--- src/rtl/special_reg_unit.sv ---
// Special-register responder for MTS/MFS: one request in, one response out,
// with the core ID, a free-running cycle counter and scratch registers.
module special_reg_unit #(
  parameter int          NUM_SREG = 8,
  parameter logic [31:0] CORE_ID  = 32'h0000_0001
) (
  input  logic        clk,
  input  logic        rst_n,
  input  logic        req_valid,
  output logic        req_ready,
  input  logic [31:0] req_insn,
  input  logic [31:0] req_wdata,
  output logic        rsp_valid,
  input  logic        rsp_ready,
  output logic [31:0] rsp_rdata,
  output logic        rsp_err,
  output logic [31:0] cycle_cnt
);

  // Handshake: a transfer happens on a rising edge where valid and ready are
  // both high; a request is taken only in IDLE, and the response is held
  // unchanged in RESP until rsp_ready is seen.
  typedef enum logic {S_IDLE, S_RESP} state_e;

  state_e      state_q, state_d;
  logic        accept;
  logic        is_mts, is_mfs, idx_ok, illegal;
  logic [4:0]  idx;
  logic [31:0] rd_val;
  logic [31:0] cnt_q, cnt_d;
  logic [31:0] rdata_q, rdata_d;
  logic        err_q, err_d;
  logic [31:0] sr_val [NUM_SREG];

  assign is_mts  = (req_insn[31:23] == 9'd0) && (req_insn[7:0] == 8'h0D);
  assign is_mfs  = (req_insn[31:23] == 9'd0) && (req_insn[7:0] == 8'h0C);
  assign idx     = req_insn[12:8];
  assign idx_ok  = {27'd0, idx} < 32'(NUM_SREG);
  assign illegal = !(is_mts || is_mfs) || !idx_ok || (is_mts && idx == 5'd0);
  assign accept  = (state_q == S_IDLE) && req_valid;

  // State register
  always_ff @(posedge clk or negedge rst_n) begin
    if (!rst_n) state_q <= S_IDLE;
    else        state_q <= state_d;
  end

  // Next-state logic
  always_comb begin
    state_d = state_q;
    case (state_q)
      S_IDLE: if (req_valid) state_d = S_RESP;
      S_RESP: if (rsp_ready) state_d = S_IDLE;
      default: state_d = S_IDLE;
    endcase
  end

  // Output logic
  always_comb begin
    req_ready = (state_q == S_IDLE);
    rsp_valid = (state_q == S_RESP);
    rsp_rdata = rdata_q;
    rsp_err   = err_q;
    cycle_cnt = cnt_q;
  end

  assign sr_val[0] = CORE_ID;
  assign sr_val[1] = cnt_q;

  genvar g;
  for (g = 2; g < NUM_SREG; g++) begin : g_scratch
    logic [31:0] val_q;
    logic        wr_en;
    assign wr_en = accept && !illegal && is_mts && (idx == 5'(g));
    always_ff @(posedge clk or negedge rst_n) begin
      if (!rst_n)     val_q <= 32'd0;
      else if (wr_en) val_q <= req_wdata;
    end
    assign sr_val[g] = val_q;
  end

  always_comb begin
    rd_val = 32'd0;
    for (int i = 0; i < NUM_SREG; i++) begin
      if (idx == 5'(i)) rd_val = sr_val[i];
    end
  end

  // An MTS to SR1 replaces that cycle's increment.
  always_comb begin
    cnt_d = cnt_q + 32'd1;
    if (accept && !illegal && is_mts && idx == 5'd1) cnt_d = req_wdata;
  end

  always_ff @(posedge clk or negedge rst_n) begin
    if (!rst_n) cnt_q <= 32'd0;
    else        cnt_q <= cnt_d;
  end

  always_comb begin
    rdata_d = rdata_q;
    err_d   = err_q;
    if (accept) begin
      rdata_d = (is_mfs && !illegal) ? rd_val : 32'd0;
      err_d   = illegal;
    end
  end

  always_ff @(posedge clk or negedge rst_n) begin
    if (!rst_n) begin
      rdata_q <= 32'd0;
      err_q   <= 1'b0;
    end else begin
      rdata_q <= rdata_d;
      err_q   <= err_d;
    end
  end

endmodule

--- config.mk ---
export PLATFORM = sky130hd
export DESIGN_NAME = special_reg_unit
export DESIGN_NICKNAME = d
export VERILOG_FILES = /design/src/rtl/special_reg_unit.sv
export SDC_FILE = /design/constraint.sdc
export NUM_CORES = 1
export LEC_CHECK = 0
export BUFFER_PORTS_ARGS = -buffer_cell sky130_fd_sc_hd__clkbuf_2
export CAP_MARGIN = 20
export CORE_MARGIN = 3
export CORE_UTILIZATION = 53
export DETAILED_ROUTE_END_ITERATION = 16
export PLACE_DENSITY = 0.76
export SYNTH_ARGS = -nofsm -noshare
export SYNTH_HDL_FRONTEND = slang
export SYNTH_SLANG_ARGS = --single-unit
--- constraint.sdc ---
create_clock -name clk -period 1.8 [get_ports clk]
set_input_delay 0.09 -clock clk [delete_from_list [all_inputs] [get_ports clk]]
set_output_delay 0.09 -clock clk [all_outputs]
set_load 0.02 [all_outputs]
==> results.md, run 1 <==
Critical path:
- The depth of the most critical reg-to-reg path is 7.
- The largest driver fanout on the critical path is 13.
- The critical register-to-register path endpoint is g_scratch[3].val_q[17].
- The setup check on the worst reg-to-reg path leaves a slack of -0.24 ns.
- The cell at the slowest stage of the critical path is dfrtp_2.
- For the worst setup path, the data arrival time is 2.45 ns.
- The setup path with the least slack is of type register to register.
- The largest incremental delay on the critical path is 0.42 ns.
- The number of buffers and inverters on the critical path is 2.
- The startpoint of the lowest-slack register-to-register path is rsp_valid.
- In this run the worst setup path begins at rsp_valid.
- The endpoint required time on the critical path is 2.21 ns.
- The family with the most delay on the worst path is simple AND/OR/NAND/NOR gates.
- The capturing element type of the critical path is a register.
- The kind of launch point of the worst setup path is a register.
- The critical path goes through nor2b_4 -> nand2_4 -> or3_4 -> nor3_4 -> buf_4 -> buf_12 -> mux2_2.

Pwr:
- The leakage power total is 7.77 nW.
- VDD sags by at most 0.737 mV.
- The total power of the final layout is 12.0 mW.
- The total power per unit cell area is 727 mW/mm^2.

Route:
- The routed design has 40900 um of wire.
- In the routed design, unresolved DRC markers number 0.
- The number of vias in the routed layout is 10076.
- The detail-routed net length per standard cell is 25.8 um.
- The count of antenna-violating nets left after detailed routing is 0.
- The via density per instance is 6.35.
- The first-pass iteration count of the detailed router is 5.
- The number of DRC markers in iteration 0 is 894.

STA:
- The max-slew violation count is 0.
- The final-report setup violation count is 224.
- The minimum period implied by the final worst setup slack is 2.04 ns.
- Setup repair after global routing could not meet its margin everywhere.
- The share of the cycle needed by the critical path after routing is 113%.
- Based on the critical path, the design can be clocked at up to 490 MHz.
- The worst hold slack across all endpoints is 0.0276 ns.
- The number of hold violations in the final report is 0.
- Headroom to the max-slew limit came out at 61.5%.
- Clock skew on the completed layout was measured at 0.0189 ns.
- The actual transition at the worst max-transition pin is 0.576 ns.
- In the post-route analysis, the smallest setup slack over all paths is -0.240 ns.

Run:
- The number of maximum-capacitance violations is 0.

Placement:
- Summing all placed instances gives a cell area of 0.0142 mm^2.
- The half-perimeter wire length after detailed placement is 22700 um.
- The number of buffers added on ports is 124.
- The last weighted congestion value of the routability-driven placer is 0.941.
- The total placed cells including tap cells is 1469.
- The setup slack at placement is -0.371 ns.

GRT:
- The total congestion overflow after global routing is 0.
- The all-layer global routing usage is 29.9%.
- The initial antenna violation count came to 0.
- The first global-routing pass estimated 58000 um of wire.
- The via count of the first global-routing pass is 10115.
- The largest net degree at the start of global routing is 60.

Clock tree:
- TritonCTS built the clock tree.
- The clock-pin slew of the registers on the worst-case setup and hold paths is 0.06 ns.
- The clock insertion delay at the later pin of the skew report is 0.54 ns.
- In this run the deepest clock path goes through 3 buffers.
- The clock drives 258 sinks.
- The master cell of the clock root buffer is clkbuf_16.
- The number of levels the H-tree was split into is 1.
- In this run, CTS created clock tree buffers numbering 26.

Synth:
- The mapped netlist covers 0.0122 mm^2.
- In the synthesized netlist the async set-or-reset flop fraction comes to 100%.
- The number of distinct library cells after synthesis is 47.
- Synthesis produced a netlist whose cell count is 1038.
- The share of synthesized area in the top cell type comes to 52.9%.
- During synthesis, Yosys emitted a total of 0 warnings.
- The biggest area contributor in the post-synthesis netlist is dfrtp_1.
- After synthesis, flip-flops and latches occupy 52.9% of the total area.
- The synthesized area divided by synthesized cell count is 11.8 um^2.
- The net count after synthesis is 1107.
- In the post-synthesis netlist, the biggest area contributors are dfrtp_1 (53%), mux2_2 (20%), o21ai_0 (4.3%).
- The count of flip-flops with a built-in enable after synthesis is 0.
- The post-synthesis register bit count is 258.
- The most used flip-flop cell after synthesis is dfrtp_1.

Floorplanning:
- The height of the die is 158 um.
- The number of ports placed on the die boundary is 135.
- The initial core utilization is 54.9%.
- The die footprint is 0.0249 mm^2.
- The area of the placeable core is 0.0222 mm^2.
- In this run the core area contains 54 standard-cell rows.
- The die is 158 um wide.

Final layout:
- The final-layout fill cell count is 1284.
- Leaving out filler cells and counting taps, the final layout contains 1587.
- The library cells used most frequently in the layout, excluding fill and tap cells, are dfrtp_1 (253), mux2_4 (161), clkbuf_2 (122).
- The finished cells cover 0.0165 mm^2.
- Cells with a size suffix above 1 make up 44.2% of the layout.
- The number of antenna diodes in the final layout is 0.
- The commonest non-fill, non-tap cell in the layout is dfrtp_1.
- The number of nets in the final layout is 1357.
- The area overhead of the layout relative to synthesis is 35.3%.

Worst hold path:
- The min-delay analysis places its worst path in the category input pin to async pin.

Run status:
- The checks that failed: setup timing.
- The run finished, with violations left.
## registers in the layout, summed over array words and instances (netlist names)
signal,flops
rsp_valid,1
rsp_rdata,32
cycle_cnt,32
rsp_err,1
g_scratch.val_q,192
## where the power goes
part	internal, mW	switching [mW]
sequential	5.80	0.00397
combinational	0.277	0.522
clock	3.13	2.27
## cell usage after synthesis, drive strengths merged (3+ instances only)
| library cell | n |
|---|---|
| a21oi | 32 |
| a22oi | 24 |
| a31oi | 7 |
| and3 | 7 |
| and4 | 6 |
| buf | 31 |
| clkbuf | 41 |
| dfrtp | 258 |
| inv | 6 |
| mux2 | 230 |
| mux2i | 28 |
| nand2 | 91 |
| nand3 | 18 |
| nand4 | 12 |
| nor2 | 39 |
| nor2b | 3 |
| nor3 | 6 |
| nor4 | 6 |
| nor4bb | 3 |
| o21a | 7 |
| o21ai | 104 |
| o221ai | 13 |
| o22ai | 13 |
| o2bb2ai | 7 |
| xnor2 | 8 |
| xor2 | 22 |
## per-layer routing
metal	vias to the layer above	wire, um	GRT usage [%]
li1	4254	-	-
met1	5057	15500	38.8
met2	589	19600	49.8
met3	176	3380	6.04
met4	0	2440	11.8
met5	-	0	0
## area by class of cell
cell class	count	area (um^2)	share of cell area (%)
clock buffers	41	788	4.77
clock inverters	6	57.6	0.348
inverters	6	22.5	0.136
multi-input cells	702	6160	37.3
flip-flops and latches	258	6460	39.1
well taps	280	350	2.12
repair buffers	294	2680	16.2
## worst max-delay path by stage
stage	end	slack, ns	cells after the start
floorplan	g_scratch[3].val_q[10]	-0.19	5
global route	g_scratch[3].val_q[8]	-0.27	7
detailed placement	g_scratch[7].val_q[17]	-0.37	7
CTS	g_scratch[3].val_q[20]	-0.21	6
finish	g_scratch[3].val_q[17]	-0.24	7
global placement	g_scratch[3].val_q[16]	-0.35	6
## cells by family (layout without fill, tap and decap cells)
family | Yosys count | in the layout | synth area share (%)
buffers and inverters | 78 | 347 | 3.13
muxes | 258 | 258 | 23.5
DFF | 258 | 258 | 52.9
AOI/OAI and AO/OA | 209 | 209 | 10.1
and+or+nand+nor | 204 | 204 | 8.17
adders and majority gates | 1 | 1 | 0.102
xor gates and xnor gates | 30 | 30 | 2.15
## per-stage QoR
step | utilization, % | setup TNS [ns]
floorplan | - | -26.46
global placement | 64.0 | -59.15
CTS | 72.0 | -27.44
finish | 74.3 | -30.63
global route | 74.3 | -36.70
detailed placement | 64.0 | -64.00
## what timing repair did
action,CTS,global route
cloned,9,11
buffers inserted,12,11
hold buffers,35,0
resized for setup,68,96
pin swaps,5,21
endpoints found under the setup margin,211,254
endpoints found under the hold margin,484,0
No activity file was read; power rests on OpenSTA's default activity.
==> inputs of run 2 (changes only) <==
Settings changed: CORE_UTILIZATION 53 to 42, PLACE_DENSITY 0.76 to unset.
==> results.md, run 2 (synthesis gave the netlist of run 1 again) <==
Critical path:
- The worst setup path is captured at a register.
- The worst setup path is launched from a register.
- The depth of the most critical reg-to-reg path is 8.
- The arrival time at the worst endpoint is 2.44 ns.
- In this run the worst setup path begins at rsp_valid.
- The endpoint required time on the critical path is 2.23 ns.
- The largest driver fanout on the critical path is 6.
- The critical path in this run is classified as register to register.
- The setup slack on the worst flop-to-flop path is -0.21 ns.
- The startpoint identified for the worst register-to-register timing path is rsp_valid.
- In this run the critical register-to-register path is captured at g_scratch[7].val_q[1].

STA:
- Setup slack on the critical path of the routed design comes to -0.212 ns.
- The total negative slack is -24.19 ns.
- The final-report setup violation count is 189.
- Across all hold checks on the routed design, the worst slack comes to 0.0542 ns.
- For this run, the top clock speed supported by timing is 497 MHz.
- Setup repair after global routing could not meet its margin everywhere.
- The minimum period implied by the final worst setup slack is 2.01 ns.
- In the finished design, the share of the clock period the worst path needs comes to 112%.
- The number of hold violations in the final report was 0.
- The setup clock skew after layout is 0.0160 ns.
- The max-slew violation count is 0.
- The max-slew headroom at the worst pin is 69.2%.
- At the pin with the least slew margin, the transition time is 0.460 ns.

Final layout:
- At the end of the flow, the number of nets in the layout was 1349.
- The area taken by flip-flops and latches is 0.00646 mm^2.
- 0 antenna diodes ended up in the layout.
- The register with the most flip-flops in the final layout is g_scratch.val_q.
- The top cell types in the final layout, fill and taps aside, are dfrtp_1 (254), mux2_4 (184), clkbuf_2 (122).
- The area overhead of the layout relative to synthesis is 35.7%.
- In the final layout, the multi-input gates occupy 0.00614 mm^2.
- The flip-flop count of the largest register, all copies and words added is 192.
- The post-layout instance area is 0.0166 mm^2.
- The final-layout fill cell count is 2349.
- The commonest non-fill, non-tap cell in the layout is dfrtp_1.
- The fraction of final layout cells with drive strength greater than 1 is 42.2%.

Route:
- After detailed routing, the met3 layer carries 1850 um of wire.
- Before antenna repair, the detailed router went through 5 iterations.
- The count of antenna-violating nets left after detailed routing is 0.
- The via density per instance is 5.58.
- Dividing the detail-routed wire length by the instance count gives 22.6 um.
- The met2 wire length is 17600 um.
- The number of design rule violations left after detail routing is 0.
- The wire length on met1 is 17200 um.
- The uppermost layer routed is met4.
- In this run, the number of DRC markers left after iteration 0 of detailed routing was 609.
- For this block, the routed nets add up to 38000 um of wire.
- The number of vias in the routed layout is 9361.

Placement:
- The instance area at placement is 0.0144 mm^2.
- The half-perimeter wire length after detailed placement is 23200 um.
- The last weighted congestion value of the routability-driven placer is 0.833.
- The number of buffers added on ports is 124.

Pwr:
- The internal power of the cells totals 9.75 mW.
- The total net switching power is 2.99 mW.
- Sequential cells burn 45.6% of the power.
- The part of the power in the clock network is 48.2%.
- Of the total power, combinational logic draws 6.2%.
- Net switching is 23.5% of the power.
- The leakage power total is 7.71 nW.
- The total power per unit cell area is 769 mW/mm^2.
- The worst-case IR drop observed on VDD is 0.768 mV.

Clock tree:
- The TritonCTS clock tree is done.
- The clock insertion delay at the later pin of the skew report is 0.55 ns.
- The clock-pin slew of the registers on the worst-case setup and hold paths is 0.06 ns.
- The clock drives 258 sinks.
- The master cell of the clock root buffer is clkbuf_16.
- The TritonCTS buffer count is 29.
- The largest buffer count on any clock path is 3.
- CTS built an H-tree with a depth of 1.

Worst hold path:
- The worst min-delay path class is input pin to async pin.

Run:
- Across the run, the number of max-cap violations was 0.

Floorplanning:
- After floorplanning, the core was sized to cover 0.0282 mm^2.
- The initial utilization of the core area, before any placement, comes to 43.2%.
- The number of standard-cell rows in the floorplan is 61.
- The floorplan step defined a die boundary enclosing 0.0312 mm^2.
- The number of ports placed on the die boundary is 135.
- The height of the die is 176 um.
- The die is 176 um wide.

GRT:
- The first global-routing pass estimated 57200 um of wire.
- The all-layer global routing usage is 23.6%.
- Entering global routing, the biggest net connects 75 pins.
- The total congestion overflow after global routing is 0.
- The via count of the first global-routing pass is 9592.
- The initial antenna violation count is 0.

Run status:
- The run finished, with violations left.
- The final reports fail on setup timing.
## run 2: through the flow
step           total power [mW]  setup slack [ns]  util, %  std cells
2_1_floorplan              6.16            -0.185        -       1038
3_3_place_gp               6.63            -0.442     50.9       1564
3_5_place_dp               6.63            -0.432     50.9       1564
4_1_cts                    12.8            -0.137     57.6       1670
5_1_grt                    13.2            -0.258     58.7       1679
6_report                   12.7            -0.212     58.7       1679
## run 2: power by group through the flow
| stage | Sequential (mW) | Clock, mW | Combinational [mW] |
|---|---|---|---|
| global route | 5.81 | 6.49 | 0.860 |
| CTS | 5.81 | 6.24 | 0.788 |
| finish | 5.81 | 6.14 | 0.792 |
| detailed placement | 5.92 | 0 | 0.716 |
| floorplan | 5.92 | 0 | 0.236 |
| global placement | 5.92 | 0 | 0.713 |
## run 2: what timing repair did
action                                  4_1_cts  5_1_grt
endpoints found under the setup margin      225      249
setup buffers                                13        4
gates cloned                                  5        7
endpoints found under the hold margin       484        0
pin swaps                                     4        5
hold buffers                                 36        0
gates resized for setup                      82       65
## run 2: layer usage
metal | GRT usage [%] | up-vias
met5 | 0 | -
met4 | 7.27 | 0
met3 | 2.80 | 74
met2 | 38.4 | 275
met1 | 33.2 | 4782
li1 | - | 4230
## run 2: worst max-delay path by stage
| stage | end | slack (ns) | cells past startpoint |
|---|---|---|---|
| floorplan | g_scratch[3].val_q[10] | -0.19 | 5 |
| finish | g_scratch[7].val_q[1] | -0.21 | 8 |
| global route | g_scratch[7].val_q[19] | -0.26 | 8 |
| detailed placement | rsp_rdata[10] | -0.43 | 8 |
| global placement | rsp_rdata[10] | -0.44 | 8 |
| CTS | g_scratch[3].val_q[28] | -0.14 | 7 |
## run 2: layout make-up
cell class / instances / share of cell area, %
Timing Repair Buffer: 283 / 15.0
Tap cell: 378 / 2.86
Sequential cell: 258 / 39.0
Multi-Input combinational cell: 702 / 37.0
Clock buffer: 39 / 5.03
Clock inverter: 13 / 0.959
Inverter: 6 / 0.136
## run 2: critical path, cell delays in order, from the launching register on
cell     delay [ns]
dfrtp_2        0.44
nor2b_4        0.15
nand2_4        0.08
nor4_4         0.16
buf_4          0.17
and4_4         0.31
buf_12         0.14
buf_12         0.13
mux2_4         0.30
==> inputs of run 3 (changes only) <==
Settings changed: CORE_MARGIN 3 to unset.
==> results.md, run 3 (synthesis gave the netlist of run 1 again) <==
Run status:
- The flow ran to the end, but the final reports show violations.
- The final reports fail on setup timing.

GRT:
- For this run the aggregate overflow at the end of global routing stands at 0.
- Global routing consumed, on the met1 layer, 34.3% of the routing resources.
- The all-layer global routing usage is 25.0%.
- The largest net degree at the start of global routing is 64.
- The via count of the first global-routing pass was 9483.
- The initial antenna violation count is 0.
- The first global-routing pass estimated 56200 um of wire.
- Global routing used 3.50% of the available met3 tracks.
- For this run, global-route usage on met2 was measured as 41.3%.
- The routing layer with the top usage in global route is met2.

Route:
- Dividing the detail-routed wire length by the instance count gives 22.2 um.
- The routed design has 37300 um of wire.
- After the first detailed-routing iteration, the DRC count stood at 618.
- The count of antenna-violating nets left after detailed routing is 0.
- The first detailed-routing pass took 5 iterations.
- The number of design rule violations left after detail routing is 0.
- The number of vias in the routed layout is 9370.
- The via density per instance is 5.56.

Critical path:
- The critical path in this run is classified as register to register.
- At the worst endpoint, the arrival time is 2.41 ns.
- The capturing element type of the critical path is a register.
- STA classifies the critical path startpoint as a register.
- The endpoint required time on the critical path is 2.22 ns.
- Measured in cells, the most critical reg-to-reg path has a length of 7.
- In this run the worst path has a maximum fanout of 10.
- The startpoint identified for the worst register-to-register timing path is rsp_valid.
- The setup check on the worst reg-to-reg path leaves a slack of -0.19 ns.
- The critical register-to-register path endpoint is g_scratch[5].val_q[6].

Clock tree:
- TritonCTS built the clock tree.
- The clock-pin slew of the registers on the worst-case setup and hold paths is 0.06 ns.
- The number of levels the H-tree was split into is 1.
- The number of clock buffers added by TritonCTS is 29.
- The clock reaches the later pin of the worst-skew pair after 0.54 ns.
- The clock net sink count is 258.
- The clock passes through at most 3 buffers.
- The cell sitting at the root of the clock tree is a clkbuf_16.

Pwr:
- The worst-case IR drop observed on VDD is 0.548 mV.
- The design draws 12.9 mW.
- The analysis attributes to net switching a power of 2.91 mW.
- The internal power of the cells is 10.0 mW.
- The leakage power total is 7.73 nW.
- The part of the power in the clock network is 49.0%.
- The share of total power dissipated in sequential elements is 44.9%.
- In this run the power density over the cells is 784 mW/mm^2.
- Of the total power, the share spent switching nets is 22.5%.
- Of the total power, combinational logic draws 6.1%.

Final layout:
- Cells with a size suffix above 1 make up 42.1% of the layout.
- The post-layout instance area is 0.0165 mm^2.
- Counting the fill cells in the layout gives 2371.
- The largest register by flop count is g_scratch.val_q.
- The top cell types in the final layout, fill and taps aside, are dfrtp_1 (254), mux2_4 (160), clkbuf_2 (122).
- The commonest non-fill, non-tap cell in the layout is dfrtp_1.
- The antenna diode count is 0.
- The net count of the finished layout is 1352.
- From synthesis to final layout, the design area changed by 35.2%.
- The register with the most flip-flops in the layout has 192 of them.
- Excluding fillers, the count of instances in the completed layout stands at 1685.

Floorplanning:
- The initial core utilization is 42.7%.
- The core region is 0.0286 mm^2.
- The number of ports placed on the die boundary is 135.
- The number of standard-cell rows in the floorplan is 62.
- The die boundary width is 172 um.
- In this run the vertical extent of the chip is 172 um.
- The die footprint is 0.0298 mm^2.

STA:
- The total negative slack is -24.38 ns.
- Between clock sinks in the finished design, the worst skew comes to 0.00810 ns.
- The final-report setup violation count is 196.
- The final worst setup slack is -0.188 ns.
- Setup repair after global routing could not meet its margin everywhere.
- The minimum period implied by the final worst setup slack is 1.99 ns.
- The share of the cycle needed by the critical path after routing is 110%.
- The achievable clock frequency is 503 MHz.
- The actual transition at the worst max-transition pin is 0.480 ns.
- The number of hold violations in the final report is 0.
- The max-slew headroom at the worst pin is 68.0%.
- The max-slew violation count is 0.

Placement:
- The instance area at placement is 0.0144 mm^2.
- During placement, the flow inserted port buffers numbering 124.
- The half-perimeter wire length after detailed placement is 23300 um.
- After detailed placement, the design holds a cell count of 1579.
- Prior to clock tree synthesis, the placed netlist has a worst setup slack of -0.473 ns.
- Routability-driven placement finished with a final weighted congestion of 0.826.

Worst hold path:
- The tightest min-delay check is of the input pin to async pin type.

Run:
- Across the run, the number of max-cap violations was 0.
[run 3: cell type report]
cell class	count	area [um^2]	share of cell area [%]
Sequential cell	258	6460	39.2
Multi-Input combinational cell	702	6070	36.8
Timing Repair Buffer	286	2460	14.9
Clock buffer	39	803	4.87
Tap cell	384	480	2.91
Clock inverter	10	204	1.24
Inverter	6	22.5	0.136
[run 3: power groups by stage]
stage / logic, mW / registers, mW / clock network [mW]
global route: 0.853 / 5.80 / 6.67
global placement: 0.717 / 5.91 / 0
floorplan: 0.236 / 5.92 / 0
detailed placement: 0.720 / 5.91 / 0
finish: 0.786 / 5.81 / 6.35
CTS: 0.789 / 5.81 / 6.45
[run 3: worst max-delay path by stage]
stage	start	end	slack, ns	depth (start not counted)
after floorplan	req_insn[23]	g_scratch[3].val_q[10]	-0.19	5
after global placement	req_insn[23]	g_scratch[3].val_q[17]	-0.41	6
after detailed placement	req_insn[1]	g_scratch[7].val_q[27]	-0.47	7
after CTS	rsp_valid	g_scratch[3].val_q[7]	-0.14	7
after global routing	rsp_valid	g_scratch[3].val_q[7]	-0.26	7
final	rsp_valid	g_scratch[5].val_q[6]	-0.19	7
[run 3: critical path, stage by stage (launching register included)]
cell and delay [ns]:
dfrtp_2 0.42, nor2b_4 0.14, nand2_4 0.08, nor4_4 0.20, buf_4 0.18, and4_4 0.33
buf_12 0.19, mux2_4 0.31
[run 3: per-layer routing]
metal | vias to the layer above | routed length, um
met1 | 4809 | 16900
met5 | - | 0
met4 | 0 | 1030
met2 | 263 | 17600
met3 | 60 | 1750
li1 | 4238 | -
[run 3: metrics by stage]
stage | utilization (%) | hold slack, ns
4_1_cts | 56.5 | 0.0524
5_1_grt | 57.6 | 0.107
3_5_place_dp | 50.4 | 0.0631
3_3_place_gp | 50.4 | 0.0646
2_1_floorplan | - | -0.206
6_report | 57.6 | 0.0814
[run 3: repair_timing]
action / 4_1_cts / 5_1_grt
buffers inserted: 9 / 4
cloned: 3 / 8
hold endpoints to repair: 484 / 0
endpoints found under the setup margin: 220 / 220
gates resized for setup: 58 / 47
pin swaps: 4 / 2
hold buffers: 36 / 0
